[src/rtl/dram_arbiter.sv]
// Two-master arbiter for a single-port DRAM: CPU (m0) and loader/debug (m1),
// round-robin with a bounded burst lock for m1, one-cycle read return routing.
module dram_arbiter #(
   parameter int unsigned MAX_HOLD = 4
) (
   input  logic        clk,
   input  logic        rst,
   input  logic        m0_req,
   input  logic        m0_we,
   input  logic [31:0] m0_adr,
   input  logic [31:0] m0_wdin,
   output logic        m0_gnt,
   output logic        m0_rvalid,
   output logic [31:0] m0_rd,
   input  logic        m1_req,
   input  logic        m1_we,
   input  logic        m1_lock,
   input  logic [31:0] m1_adr,
   input  logic [31:0] m1_wdin,
   output logic        m1_gnt,
   output logic        m1_rvalid,
   output logic [31:0] m1_rd,
   output logic [31:0] mem_adr,
   output logic [31:0] mem_wdin,
   output logic        mem_we,
   input  logic [31:0] mem_rd,
   output logic [15:0] cpu_stall_cnt
);

   typedef enum logic {OWN_M0 = 1'b0, OWN_M1 = 1'b1} owner_t;

   localparam logic [3:0] MAX_HOLD_W = 4'(MAX_HOLD);

   owner_t      last_gnt, last_gnt_nxt;
   owner_t      tag, tag_nxt, owner;
   logic [3:0]  hold_cnt, hold_nxt;
   logic        pending, pending_nxt;
   logic [15:0] stall_q, stall_nxt;
   logic        gnt0, gnt1;

   // State register
   always_ff @(posedge clk) begin
      if (rst) begin
         last_gnt <= OWN_M1;
         hold_cnt <= '0;
         pending  <= 1'b0;
         tag      <= OWN_M0;
         stall_q  <= '0;
      end else begin
         last_gnt <= last_gnt_nxt;
         hold_cnt <= hold_nxt;
         pending  <= pending_nxt;
         tag      <= tag_nxt;
         stall_q  <= stall_nxt;
      end
   end

   // Grant decision; the lock only matters when both masters contend
   always_comb begin
      gnt0 = 1'b0;
      gnt1 = 1'b0;
      if (!rst) begin
         if (m0_req && m1_req) begin
            if (last_gnt == OWN_M1 && m1_lock && hold_cnt < MAX_HOLD_W)
               gnt1 = 1'b1;
            else if (last_gnt == OWN_M1)
               gnt0 = 1'b1;
            else
               gnt1 = 1'b1;
         end else begin
            gnt0 = m0_req;
            gnt1 = m1_req;
         end
      end
   end

   // Next-state logic
   always_comb begin
      last_gnt_nxt = last_gnt;
      hold_nxt     = hold_cnt;
      owner        = gnt1 ? OWN_M1 : OWN_M0;
      pending_nxt  = (gnt0 && !m0_we) || (gnt1 && !m1_we);
      tag_nxt      = pending_nxt ? owner : tag;
      stall_nxt    = stall_q;
      if (gnt0 || gnt1) begin
         if (owner == last_gnt) begin
            if (hold_cnt != 4'hF)
               hold_nxt = hold_cnt + 4'd1;
         end else begin
            last_gnt_nxt = owner;
            hold_nxt     = 4'd1;
         end
      end
      if (m0_req && !gnt0 && stall_q != '1)
         stall_nxt = stall_q + 16'd1;
   end

   // Outputs; read return is gated by rst so a read straddling reset is dropped
   always_comb begin
      m0_gnt    = gnt0;
      m1_gnt    = gnt1;
      mem_adr   = '0;
      mem_wdin  = '0;
      mem_we    = 1'b0;
      if (gnt0) begin
         mem_adr  = m0_adr;
         mem_wdin = m0_wdin;
         mem_we   = m0_we;
      end else if (gnt1) begin
         mem_adr  = m1_adr;
         mem_wdin = m1_wdin;
         mem_we   = m1_we;
      end
      m0_rvalid     = pending && tag == OWN_M0 && !rst;
      m1_rvalid     = pending && tag == OWN_M1 && !rst;
      m0_rd         = m0_rvalid ? mem_rd : '0;
      m1_rd         = m1_rvalid ? mem_rd : '0;
      cpu_stall_cnt = stall_q;
   end

endmodule

[config.mk]
export PLATFORM = sky130hd
export DESIGN_NAME = dram_arbiter
export DESIGN_NICKNAME = d
export VERILOG_FILES = /design/src/rtl/dram_arbiter.sv
export SDC_FILE = /design/constraint.sdc
export NUM_CORES = 1
export LEC_CHECK = 0
export ABC_AREA = 1
export CORE_AREA = 2 2 122 124
export DETAILED_ROUTE_END_ITERATION = 10
export DIE_AREA = 0 0 124 126
export PLACE_DENSITY_LB_ADDON = 0.3
export SYNTH_ARGS = -nofsm -noshare
export SYNTH_HDL_FRONTEND = slang
export SYNTH_SLANG_ARGS = --single-unit
[constraint.sdc]
create_clock -name clk -period 1.46 [get_ports clk]
set_clock_uncertainty 0.1 [all_clocks]
set_input_delay 0.146 -clock clk [delete_from_list [all_inputs] [get_ports clk]]
set_output_delay 0.146 -clock clk [all_outputs]
set_load 0.02 [all_outputs]
==> qor.yml <==
cells_and_area:
  final-seq-area_um2: 487
  final_layout_size_suffix_gt1_share_pct: 52.8
  final_cell_mix: "163 x clkdlybuf4s50_1, 144 x buf_6, 64 x nor2_4"
  layout_commonest_cell: "clkdlybuf4s50_1"
  multiInputGateArea_mm2: 0.00268
  num-nets-final: 946
  area_growth_pct: 246
  fill_cells: 1176
  stdcell_count: 964
floorplan:
  fp.dieH_um: 126
  fp.dieArea_mm2: 0.0156
  fp.coreArea_mm2: 0.0143
  start_util_pct: 16.7
  rows: 44
  ios: 316
  dieWidth_um: 124
hold_path:
  hp-class: "input pin to flop"
  hp-start: "rst"
grt:
  antenna_found_initial: 7
  grt_max_degree: 17
  grt_overflow_total: 0
  grt_pass1_wl_um: 26900
  grt_usage_pct: 22.7
  grt_pass1_vias: 4537
clock_tree:
  htree_num_levels: 1
  cts.clk_slew.worst_paths_ns: 0.07
  cts_made_buffers: 3
  clk_latency_ns: 0.26
  cts-root-buf: "clkbuf_16"
  cts.sinks: 23
  ctsHoldBuffers: 0
  cts_buffer_depth: 2
  cts_tree: "done"
timing:
  finalHoldViolCount: 0
  rsz0062_at_grt: "true"
  slew_headroom_pct: 75.9
  finalSetupTns_ns: -47.36
  worstMarginPinSlew_ns: 0.361
  slew_violations: 0
  max_freq_mhz: 504
  holdWs_ns: 0.145
  min_period_ns: 1.98
  layout_setup_ws_ns: -0.523
  final-setup-viol-count: 151
  fin_crit_sh_pct: 136
route:
  firstDrtPassIters: 4
  drt_wl_total_um: 19500
  vias: 4376
  viasPerCell: 4.54
  route.met2.wl_um: 9750
  routed-wl-met3_um: 1800
  remaining_drc_errors: 0
  top_layer: "met5"
  wl_met1_um: 7480
  wire_per_inst_um: 20.2
  ant_nets: 0
  drt_iter0_drc: 201
synthesis:
  synth-edff-count: 0
  yosysWarnings: 0
  synth_top_flop_cell: "dfxtp_1"
  syn_avg_cell_area_um2: 6.27
  async_flop_share_pct: 0
  seq_area_frac_synth_pct: 19.2
  ys_ff_latch: 23
  yosysUniqueCellTypes: 22
  synth_fp_nets: 551
  syn-cell-area_mm2: 0.00239
  netlist_instances: 382
critical_path:
  cp-start-kind: "flop"
  path_max_fanout: 11
  crit_type: "flop to primary output"
  critPathLaunch: "hold_cnt[3]"
  r2r-start: "cpu_stall_cnt[0]"
  worstPathRequired_ns: 1.21
  crit_path_end_kind: "primary output"
  critPathArrivalTime_ns: 1.74
placed_design:
  hpwlAfterDp_um: 13900
  dp.cells: 907
  place_ws_ns: -1.05
  numPortBuffers: 315
  place_congestion: 0.912
outcome:
  violations: "negative setup slack"
  status: "finished with violations"
power_and_ir_drop:
  p_leak_nw: 3.74
  p_total_w: 0.00335
  pwr_density_cell_mw_per_mm2: 404
  peakVddDrop_mv: 0.398
flow_run:
  maxCapViolCount: 0
## power by group
part	internal [W]	switching, W	total, W
logic	0.00118	0.000893	0.00207
clock network	0.000372	0.000247	0.000619
registers	0.000644	0.0000174	0.000662
total	0.00219	0.00116	0.00335
## timing repair
action                     in CTS  in global routing
gates cloned                   12                  1
setup endpoints to repair     169                155
pin swaps                      19                 29
buffers inserted               34                  9
gates resized for setup       830                 95
## state kept, by name (all words and copies together) (netlist names)
| register | count |
|---|---|
| hold_cnt | 4 |
| last_gnt | 1 |
| pending | 1 |
| tag | 1 |
| cpu_stall_cnt | 16 |
## metal layers
layer,up-vias,track usage [%]
li1,2069,-
met1,2061,26.2
met2,203,40.1
met3,37,7.97
met4,6,4.89
met5,-,0
## cells in the mapped netlist, drive strengths merged, types with 3 or more instances
library cell,count,area (um2)
xnor2,8,70.1
inv,52,195
xor2,7,61.3
clkbuf,4,15.0
nor2,86,323
nand3,20,110
a21oi,19,95.1
nand4,3,18.8
buf,21,173
dfxtp,23,460
a22o,64,561
nand2,67,251
## logic make-up after synthesis
group	after synthesis	synth area share (%)
flops	23	19.2
buf+inv	77	16.0
fa+ha+maj	2	1.05
xor+xnor	15	5.49
compound gates	87	28.4
simple gates	178	29.8
## critical path, cell delays in order, from the launching register on
cell and delay (ns):
dfxtp_2 0.32, nor2_1 0.09, nand2_1 0.10, nand2_4 0.10, nand2_4 0.06, nand3_4 0.09
inv_8 0.06, buf_12 0.13, buf_16 0.14, a22o_4 0.24, buf_12 0.14
## path summary, 6_finish.rpt
path                            to  slack [ns]  cells after the start
setup reg to reg  cpu_stall_cnt[0]       -0.15                     11
hold reg to reg   cpu_stall_cnt[2]        0.41                      2
hold / removal    cpu_stall_cnt[1]        0.14                      3
setup / recovery        mem_adr[9]       -0.52                     10
## layout make-up
cell class	instances	area share, %
diodes	4	0.121
clock buffers	3	0.906
clock inverters	1	0.0906
inverters	52	2.84
multi-input cells	282	32.3
flip-flops and latches	23	5.87
well taps	184	2.78
repair buffers	414	55.0
repair inverters	1	0.0453
## through the flow
step                utilization (%)  cell area [um2]
floorplan                         -             3250
global placement               47.9             6850
detailed placement             47.9             6850
CTS                            55.1             7890
global route                   57.8             8280
finish                         57.9             8290
(Power assumes the default switching activity.)
